<file path="src/rtl/shift_reg_pkg.sv">
// Shared types and constants for the universal shift register and its burst controller.
package shift_reg_pkg;

  // Idle-mode operation select; RSVD behaves as HOLD
  typedef enum logic [2:0] {
    MODE_HOLD = 3'd0,
    MODE_LOAD = 3'd1,
    MODE_SHL  = 3'd2,
    MODE_SHR  = 3'd3,
    MODE_ROL  = 3'd4,
    MODE_ROR  = 3'd5,
    MODE_CLR  = 3'd6,
    MODE_RSVD = 3'd7
  } shr_mode_t;

  typedef enum logic {
    ST_IDLE  = 1'b0,
    ST_BURST = 1'b1
  } shr_state_t;

  localparam logic DIR_LEFT  = 1'b0;
  localparam logic DIR_RIGHT = 1'b1;

endpackage

</file>
<file path="src/rtl/shift_reg_univ_if.sv">
// Control/data bundle between a driver and the universal shift register.
interface shift_reg_univ_if #(
  parameter int unsigned WIDTH = 8,
  parameter int unsigned LEN_W = 4
);

  logic             en;
  logic [2:0]       mode;
  logic [WIDTH-1:0] d;
  logic             ser_in_l;
  logic             ser_in_r;
  logic             start;
  logic [LEN_W-1:0] len;
  logic             dir;

  logic [WIDTH-1:0] q;
  logic             ser_out_l;
  logic             ser_out_r;
  logic             busy;
  logic             done;

  modport master (
    output en, mode, d, ser_in_l, ser_in_r, start, len, dir,
    input  q, ser_out_l, ser_out_r, busy, done
  );

  modport slave (
    input  en, mode, d, ser_in_l, ser_in_r, start, len, dir,
    output q, ser_out_l, ser_out_r, busy, done
  );

endinterface

</file>
<file path="src/rtl/shr_burst_ctl.sv">
// Burst engine: IDLE/BURST FSM, remaining-shift counter, busy/done generation.
// Emits a combinational shift strobe and the direction latched at accept.
module shr_burst_ctl
  import shift_reg_pkg::*;
#(
  parameter int unsigned LEN_W = 4
) (
  input  logic             clk,
  input  logic             reset,
  input  logic             en_i,
  input  logic             start_i,
  input  logic [LEN_W-1:0] len_i,
  input  logic             dir_i,
  output logic             shift_c_o,
  output logic             idle_c_o,
  output logic             dir_o,
  output logic             busy_o,
  output logic             done_o
);

  shr_state_t       state_q;
  logic [LEN_W-1:0] cnt_q;
  logic             dir_q;
  logic             busy_q;
  logic             done_q;

  // done is cleared every edge regardless of en so it can never stretch
  always_ff @(posedge clk or posedge reset) begin
    if (reset) begin
      state_q <= ST_IDLE;
      cnt_q   <= '0;
      dir_q   <= DIR_LEFT;
      busy_q  <= 1'b0;
      done_q  <= 1'b0;
    end else begin
      done_q <= 1'b0;
      if (en_i) begin
        case (state_q)
          ST_IDLE: begin
            if (start_i) begin
              if (len_i != '0) begin
                state_q <= ST_BURST;
                cnt_q   <= len_i;
                dir_q   <= dir_i;
                busy_q  <= 1'b1;
              end else begin
                done_q  <= 1'b1;
              end
            end
          end
          ST_BURST: begin
            cnt_q <= cnt_q - LEN_W'(1);
            if (cnt_q == LEN_W'(1)) begin
              state_q <= ST_IDLE;
              busy_q  <= 1'b0;
              done_q  <= 1'b1;
            end
          end
          default: begin
            state_q <= ST_IDLE;
            busy_q  <= 1'b0;
          end
        endcase
      end
    end
  end

  assign shift_c_o = en_i && (state_q == ST_BURST);
  assign idle_c_o  = (state_q == ST_IDLE);
  assign dir_o     = dir_q;
  assign busy_o    = busy_q;
  assign done_o    = done_q;

endmodule

</file>
<file path="src/rtl/shift_reg_univ.sv">
// Universal WIDTH-bit shift register with idle modes and an autonomous burst shifter.
// Datapath mux lives here; sequencing lives in shr_burst_ctl.
module shift_reg_univ
  import shift_reg_pkg::*;
#(
  parameter int unsigned WIDTH = 8,
  parameter int unsigned LEN_W = 4
) (
  input  logic               clk,
  input  logic               reset,
  shift_reg_univ_if.slave    bus
);

  logic [WIDTH-1:0] q_q;
  logic [WIDTH-1:0] q_d;
  logic             shift_c;
  logic             idle_c;
  logic             burst_dir;
  shr_mode_t        mode_e;

  assign mode_e = shr_mode_t'(bus.mode);

  shr_burst_ctl #(
    .LEN_W (LEN_W)
  ) u_ctl (
    .clk       (clk),
    .reset     (reset),
    .en_i      (bus.en),
    .start_i   (bus.start),
    .len_i     (bus.len),
    .dir_i     (bus.dir),
    .shift_c_o (shift_c),
    .idle_c_o  (idle_c),
    .dir_o     (burst_dir),
    .busy_o    (bus.busy),
    .done_o    (bus.done)
  );

  // Burst shifts win; idle modes apply only when no start is pending
  always_comb begin
    q_d = q_q;
    if (bus.en) begin
      if (shift_c) begin
        if (burst_dir == DIR_RIGHT) q_d = {bus.ser_in_r, q_q[WIDTH-1:1]};
        else                        q_d = {q_q[WIDTH-2:0], bus.ser_in_l};
      end else if (idle_c && !bus.start) begin
        case (mode_e)
          MODE_LOAD: q_d = bus.d;
          MODE_SHL:  q_d = {q_q[WIDTH-2:0], bus.ser_in_l};
          MODE_SHR:  q_d = {bus.ser_in_r, q_q[WIDTH-1:1]};
          MODE_ROL:  q_d = {q_q[WIDTH-2:0], q_q[WIDTH-1]};
          MODE_ROR:  q_d = {q_q[0], q_q[WIDTH-1:1]};
          MODE_CLR:  q_d = '0;
          default:   q_d = q_q;
        endcase
      end
    end
  end

  always_ff @(posedge clk or posedge reset) begin
    if (reset) q_q <= '0;
    else       q_q <= q_d;
  end

  assign bus.q         = q_q;
  assign bus.ser_out_l = q_q[WIDTH-1];
  assign bus.ser_out_r = q_q[0];

endmodule

</file>
<file path="src/flat_wrapper.sv">
// flat-port wrapper written by rule: the top's interface ports become plain ports
module shift_reg_univ_flat import shift_reg_pkg::*;
#(
  parameter int unsigned WIDTH = 8,
  parameter int unsigned LEN_W = 4
)
  (clk, reset, bus_en, bus_mode, bus_d, bus_ser_in_l, bus_ser_in_r, bus_start, bus_len, bus_dir, bus_q, bus_ser_out_l, bus_ser_out_r, bus_busy, bus_done);
  shift_reg_univ_if #(.WIDTH(WIDTH), .LEN_W(LEN_W)) bus_i ();
  input  logic clk;
  input  logic reset;
  input wire logic [$bits(bus_i.en)-1:0] bus_en;
  input wire logic [$bits(bus_i.mode)-1:0] bus_mode;
  input wire logic [$bits(bus_i.d)-1:0] bus_d;
  input wire logic [$bits(bus_i.ser_in_l)-1:0] bus_ser_in_l;
  input wire logic [$bits(bus_i.ser_in_r)-1:0] bus_ser_in_r;
  input wire logic [$bits(bus_i.start)-1:0] bus_start;
  input wire logic [$bits(bus_i.len)-1:0] bus_len;
  input wire logic [$bits(bus_i.dir)-1:0] bus_dir;
  output wire logic [$bits(bus_i.q)-1:0] bus_q;
  output wire logic [$bits(bus_i.ser_out_l)-1:0] bus_ser_out_l;
  output wire logic [$bits(bus_i.ser_out_r)-1:0] bus_ser_out_r;
  output wire logic [$bits(bus_i.busy)-1:0] bus_busy;
  output wire logic [$bits(bus_i.done)-1:0] bus_done;
  assign bus_i.en = bus_en;
  assign bus_i.mode = bus_mode;
  assign bus_i.d = bus_d;
  assign bus_i.ser_in_l = bus_ser_in_l;
  assign bus_i.ser_in_r = bus_ser_in_r;
  assign bus_i.start = bus_start;
  assign bus_i.len = bus_len;
  assign bus_i.dir = bus_dir;
  assign bus_q = bus_i.q;
  assign bus_ser_out_l = bus_i.ser_out_l;
  assign bus_ser_out_r = bus_i.ser_out_r;
  assign bus_busy = bus_i.busy;
  assign bus_done = bus_i.done;
  shift_reg_univ #(.WIDTH(WIDTH), .LEN_W(LEN_W)) u_core (.clk(clk), .reset(reset), .bus(bus_i));
endmodule
</file>
<file path="config.mk">
export PLATFORM = sky130hd
export DESIGN_NAME = shift_reg_univ_flat
export DESIGN_NICKNAME = d
export VERILOG_FILES = /design/src/rtl/shift_reg_pkg.sv /design/src/rtl/shift_reg_univ_if.sv /design/src/rtl/shr_burst_ctl.sv /design/src/rtl/shift_reg_univ.sv /design/src/flat_wrapper.sv
export SDC_FILE = /design/constraint.sdc
export NUM_CORES = 1
export LEC_CHECK = 0
export BUFFER_PORTS_ARGS = -buffer_cell sky130_fd_sc_hd__buf_2
export CAP_MARGIN = 20
export CORE_MARGIN = 1.5
export CORE_UTILIZATION = 50
export CTS_CLUSTER_DIAMETER = 100
export DETAILED_ROUTE_END_ITERATION = 16
export GPL_TIMING_DRIVEN = 0
export PLACE_DENSITY = 0.77
export SLEW_MARGIN = 10
export SYNTH_ARGS = -nofsm -noshare
export SYNTH_HDL_FRONTEND = slang
export SYNTH_SLANG_ARGS = --single-unit
</file>
<file path="constraint.sdc">
create_clock -name clk -period 3.26 [get_ports clk]
set_clock_uncertainty 0.2 [all_clocks]
set_input_delay 0.326 -clock clk [delete_from_list [all_inputs] [get_ports clk]]
set_output_delay 0.326 -clock clk [all_outputs]
set_load 0.02 [all_outputs]
</file>
=== Word level (Yosys, flattened, before mapping) ===
Index checks and enable logic that the tools add are counted.

* Logic and storage cells: 48
* Bits in registers: 16

* Add/sub/neg operators: 1
* Multiplexer cells: 20
* Reductions and logical operators: 10
* Equal/unequal tests: 10
* Bitwise logic cells: 1

{| class="wikitable"
|+ Operators with widths
! kind !! count
|-
| case mux 8 bit (6 select lines) || 1
|-
| two-way mux 8 bit || 3
|-
| two-way mux 1 bit || 10
|-
| == test 3 bit (second input constant) || 3
|-
| two-way mux 4 bit || 2
|-
| case mux 4 bit (2 select lines) || 1
|-
| AND reduction 4 bit || 2
|-
| nonzero test 7 bit || 1
|-
| == test 3 x 2 -> 1 bit (second input constant) || 2
|-
| case mux 1 bit (2 select lines) || 3
|-
| AND reduction 3 bit || 2
|-
| == test 4 x 1 -> 1 bit (second input constant) || 1
|-
| != test 2 bit (second input constant) || 2
|-
| nonzero test 4 bit || 1
|-
| subtractor 4 x 1 -> 4 bit (second input constant) || 1
|-
| == test 3 x 1 -> 1 bit (second input constant) || 1
|-
| logical AND 1 bit || 2
|-
| != test 2 x 1 -> 1 bit (second input constant) || 1
|-
| nonzero test 2 bit || 1
|-
| logical NOT 1 bit || 1
|-
| NOT 1 bit || 1
|}

=== Depth between registers and ports, before layout ===
* Word-level depth: 5
* Depth in mapped cells: 6
* Depth with buffers taken out: 6

=== Modules after synthesis ===
From an unflattened synthesis, not the netlist that was laid out.

* Cells, all modules: 163
* Area total of the unflattened synthesis: 1365.1 sq um

{| class="wikitable"
|+ By module, submodules not included
! module !! cells each !! seq. area each (sq um) !! area each (sq um) !! instances
|-
| shift_reg_univ || 108 || 200.2 || 855.8 || 1
|-
| shr_burst_ctl || 55 || 200.2 || 509.2 || 1
|}

=== Worst setup path before layout ===
Ideal clock, no wire load.

* Path kind: input to register
* Start: in bus_len[2]
* End: reg u_core.u_ctl.cnt_q[2]
* Buffers on the path: 0
* Required time: 2.934 ns
* Stages on the path: 4
* Setup time: 0.126 ns
* Data arrival time: 1.445 ns
* Setup slack: 1.489 ns
* Path through: or4_1 nand3_2 nor2_1 a221o_1

* Word-level cells in the longest chain between the ends: 3
* Elaborated cells between the ends (all ways): 6
* Classes of those cells: eq/ne: 1; mux: 3; reduce/logical: 2

{| class="wikitable"
|+ RTL lines
! what !! RTL line !! RTL
|-
| from (decl) || flat_wrapper.sv:17 || <nowiki>input wire logic [$bits(bus_i.len)-1:0] bus_len;</nowiki>
|-
| nonzero test 4 bit or two-way mux 4 bit (tied branches) || shr_burst_ctl.sv:41 || <nowiki>if (len_i != '0) begin</nowiki>
|-
| != test 2 bit (no line) or two-way mux 4 bit (tied branches) || n/a ||
|-
| AND reduction 3 bit (no line) or case mux 4 bit (2 select lines) (tied branches) || n/a ||
|-
| to (signal assigned) || shr_burst_ctl.sv:43 || <nowiki>cnt_q <= len_i;</nowiki>
|-
| to (signal assigned) || shr_burst_ctl.sv:52 || <nowiki>cnt_q <= cnt_q - LEN_W'(1);</nowiki>
|-
| to (decl) || shr_burst_ctl.sv:22 || <nowiki>logic [LEN_W-1:0] cnt_q;</nowiki>
|}

Several ways; a longest one is shown, not always the timed one. The select of a mux whose other input is x is not followed.
A chain may end at the register's enable or synchronous reset.

=== Worst setup path in the final report ===
* Start: reg u_core.u_ctl.state_q
* End: reg u_core.q_q[3], in the netlist u_core.bus.q[3]

* Word-level cells in the longest chain between the ends: 4
* Elaborated cells between the ends (all ways): 7
* Classes of those cells: mux: 1; bitwise: 1; reduce/logical: 5

{| class="wikitable"
|+ RTL lines
! what !! RTL line !! RTL
|-
| from (decl) || shr_burst_ctl.sv:21 || <nowiki>shr_state_t state_q;</nowiki>
|-
| from (signal assigned) || shr_burst_ctl.sv:30 || <nowiki>state_q <= ST_IDLE;</nowiki>
|-
| from (signal assigned) || shr_burst_ctl.sv:42 || <nowiki>state_q <= ST_BURST;</nowiki>
|-
| from (signal assigned) || shr_burst_ctl.sv:54 || <nowiki>state_q <= ST_IDLE;</nowiki>
|-
| branches (longest 4 deep; another with nonzero test 7 bit) || n/a ||
|-
| to (signal assigned) || shift_reg_univ.sv:62 || <nowiki>else q_q <= q_d;</nowiki>
|-
| to (decl) || shift_reg_univ.sv:14 || <nowiki>logic [WIDTH-1:0] q_q;</nowiki>
|}

Several ways; the timed one is not identified.

==> impl_metrics.ini <==
[routing]
dr.first_iter.drc_count = 39
detail_route.first_pass.iterations = 4
post-route-drc-count = 0
totalWireLength_um = 3105
wl_per_cell_um = 14.86
detailroute.via_count = 1256
vias_per_cell = 6.010
final_antenna_net_count = 0

[logic_synthesis]
area_share_of_the_largest_cell_type_after_synthesis_pct = 32.89
synth_enable_flop_cells = 0
synth.lib_cells_used.distinct = 44
average_size_of_a_mapped_cell_um2 = 8.396
postSynthRegisterBits = 16
synth.most_common_cell = sky130_fd_sc_hd__nand2_1
yosys_warnings = 0
sequential_share_of_the_synthesized_area_pct = 32.89
synth_area_leader_cell = sky130_fd_sc_hd__dfrtp_1
post_synth_main_area_contributors = sky130_fd_sc_hd__dfrtp_1, sky130_fd_sc_hd__mux2_1, sky130_fd_sc_hd__nand2_1
ys_dominant_reg_cell = sky130_fd_sc_hd__dfrtp_1
synthTopCellsByCount = sky130_fd_sc_hd__nand2_1, sky130_fd_sc_hd__dfrtp_1, sky130_fd_sc_hd__nor2_1
syn-num-nets = 169
synthesized_instance_count = 145
synth_area_um2 = 1217
synthArstFlopShare_pct = 100.0

[worst_setup_path]
worstPathMaxFanout = 10
crit_arrival_ns = 1.91
timing.critical_path.slowest_cell_delay_ns = 0.53
timing.critical_path.required_ns = 3.27
worst-r2r-cell-count = 5
cp.depth = 5
worst_path_max_delay_cell = sky130_fd_sc_hd__a2111oi_4
worst-path-buf-inv = 1
setup.worst_path.class = reg -> reg
startpoint_type = flop
crit_path_cell_trace = and4b_1 > a2111oi_4 > buf_6 > nor2_1 > a31oi_1
cpLargestDelayFamily = compound AO/OA/AOI/OAI gates
crit_path_end_kind = flop

[finish]
nNetsFinal = 207
fin_cells = 209
antenna_cells_inserted = 0
post-route-cell-area_um2 = 1445
drive_gt1_share_pct = 24.86
layout.filler_cells = 223
syn2layout_area_growth_pct = 18.71

[floorplanning]
core.rowCount = 17
fp.dieH_um = 52.35
core-area_um2 = 2255
fp.dieArea_um2 = 2740
start_util_pct = 54.00
boundaryPins = 34
die_w_um = 52.35

[pwr]
power_density_nw_per_um2 = 786.8
fin_total_pwr_mw = 1.137
p_leak_nw = 0.6513
power.ir.vdd_worst_v = 0.0005201

[placement]
placedInstanceArea_um2 = 1413
numPortBuffers = 32
place.detailed.instances = 205
dp_hpwl_um = 2315
gp_congestion = 0.8632

[global_routing]
grtUsageTotal_pct = 26.16
grt.overflow.total = 0
grt_util_met1_pct = 36.62
global_route_wire_length_before_repair_um = 5388
antenna_found_initial = 0
use_met3_pct = 5.714
groute.layer.met2.usage_pct = 41.04
first_global_vias = 1194
grt_start_max_net_pins = 17
grt.busiest_layer = met2

[clock_network]
clockBufferDepth = 2
clk-insertion-delay-late_ns = 0.28
cts.htree.levels = 1
clock_tree_from_tritoncts = yes
post_cts_buffers = 0
cts.root.buffer_cell = sky130_fd_sc_hd__clkbuf_4
clkTransAtPathRegs_ns = 0.09
cts_sinks = 16
cts_made_buffers = 3

[min_path]
hold_path_class = in -> reg
hold_depth = 2

[timing]
max_freq_ghz = 0.5247
worst_pin_slew_ns = 0.6490
setup_viol_count_final = 0
final.period_utilization_pct = 58.46
unrepaired_setup_endpoints_after_global_routing = false
final_period_minus_worst_setup_slack_ns = 1.906
final_count_of_hold_timing_violations = 0
slew_viol_final = 0
remaining_max_slew_budget_at_the_tightest_pin_pct = 56.69
timing.setup.tns_ns = 0

[outcome]
run_status = finished, final reports clean

[flow_run]
drv_cap = 0
==> cell usage in the layout, fill, tap and decap left out, drive strengths merged, types with 2 or more instances in the layout <==
master	instances
a211oi	3
a21oi	9
a311o	4
a31oi	8
and2	3
and3	2
buf	39
clkbuf	8
dfrtp	16
ha	2
inv	8
mux2	6
mux2i	3
nand2	17
nand2b	2
nand3	3
nor2	11
nor3b	2
o21ai	12
o221ai	2
o31ai	2
==> registers in the layout, indices dropped and copies added (netlist names) <==
signal	count
u_core.bus.q	8
u_core.u_ctl.cnt_q	4
u_core.u_ctl.busy_o	1
u_core.u_ctl.dir_o	1
u_core.u_ctl.done_o	1
u_core.u_ctl.state_q	1
==> final cells by class <==
| class | instances | area (um2) | share of cell area, % |
|---|---|---|---|
| plain buffers | 12 | 66.31 | 4.589 |
| repair buffers | 33 | 170.2 | 11.77 |
| clock buffers | 3 | 22.52 | 1.558 |
| inverters | 8 | 30.03 | 2.078 |
| multi-input cells | 109 | 720.7 | 49.87 |
| well taps | 28 | 35.03 | 2.424 |
| flip-flops and latches | 16 | 400.4 | 27.71 |
==> metal layers <==
| layer | wire [um] | vias to the layer above | share of wire, % |
|---|---|---|---|
| li1 | - | 604 | - |
| met1 | 1443 | 594 | 46 |
| met2 | 1432 | 54 | 46 |
| met3 | 199 | 4 | 6.4 |
| met4 | 29 | 0 | 0.93 |
| met5 | 0 | - | 0 |
==> metrics by stage <==
stage / utilization (%) / worst slack, ns / hold slack, ns
after CTS: 64.10 / 1.379 / 0.06178
after global placement: 62.65 / 1.295 / 0.2417
after floorplan: - / 1.489 / 0.03974
after global routing: 64.10 / 1.248 / 0.05919
after detailed placement: 62.65 / 1.278 / 0.2444
final: 64.10 / 1.354 / 0.06256
==> cell families after synthesis <==
| group | Yosys count | share of synthesized area, % |
|---|---|---|
| fa+ha+maj | 3 | 2.877 |
| mux | 9 | 8.016 |
| compound gates | 51 | 29.60 |
| buf+inv | 20 | 7.913 |
| simple gates | 46 | 18.71 |
| flops | 16 | 32.89 |
==> report_power, final <==
group          switching [mW]  internal [mW]
Clock                  0.0610         0.0429
Sequential              0.118          0.290
Combinational           0.350          0.276
==> final timing paths <==
check | from | endpoint | slack (ns)
max | u_core.u_ctl.state_q | u_core.bus.q[3] | 1.35
min | bus_dir | u_core.u_ctl.dir_o | 0.06
max reg2reg | u_core.u_ctl.state_q | u_core.bus.q[3] | 1.35
min reg2reg | u_core.u_ctl.busy_o | u_core.u_ctl.busy_o | 0.35
max in group asynchronous | reset | u_core.u_ctl.cnt_q[3] | 1.98
min in group asynchronous | reset | u_core.u_ctl.dir_o | 0.46
==> worst register-to-register path: stages, from the launching register on <==
cell and delay (ns):
sky130_fd_sc_hd__dfrtp_1 0.43, sky130_fd_sc_hd__and4b_1 0.25, sky130_fd_sc_hd__a2111oi_4 0.53, sky130_fd_sc_hd__buf_6 0.22
sky130_fd_sc_hd__nor2_1 0.05, sky130_fd_sc_hd__a31oi_1 0.14
==> repair_timing <==
action / CTS / global route
hold buffers: 1 / 0
setup endpoints to repair: 0 / 0
hold endpoints to repair: 16 / 0
gates resized for setup: 0 / 0
Power figures use the tool's default switching activity.
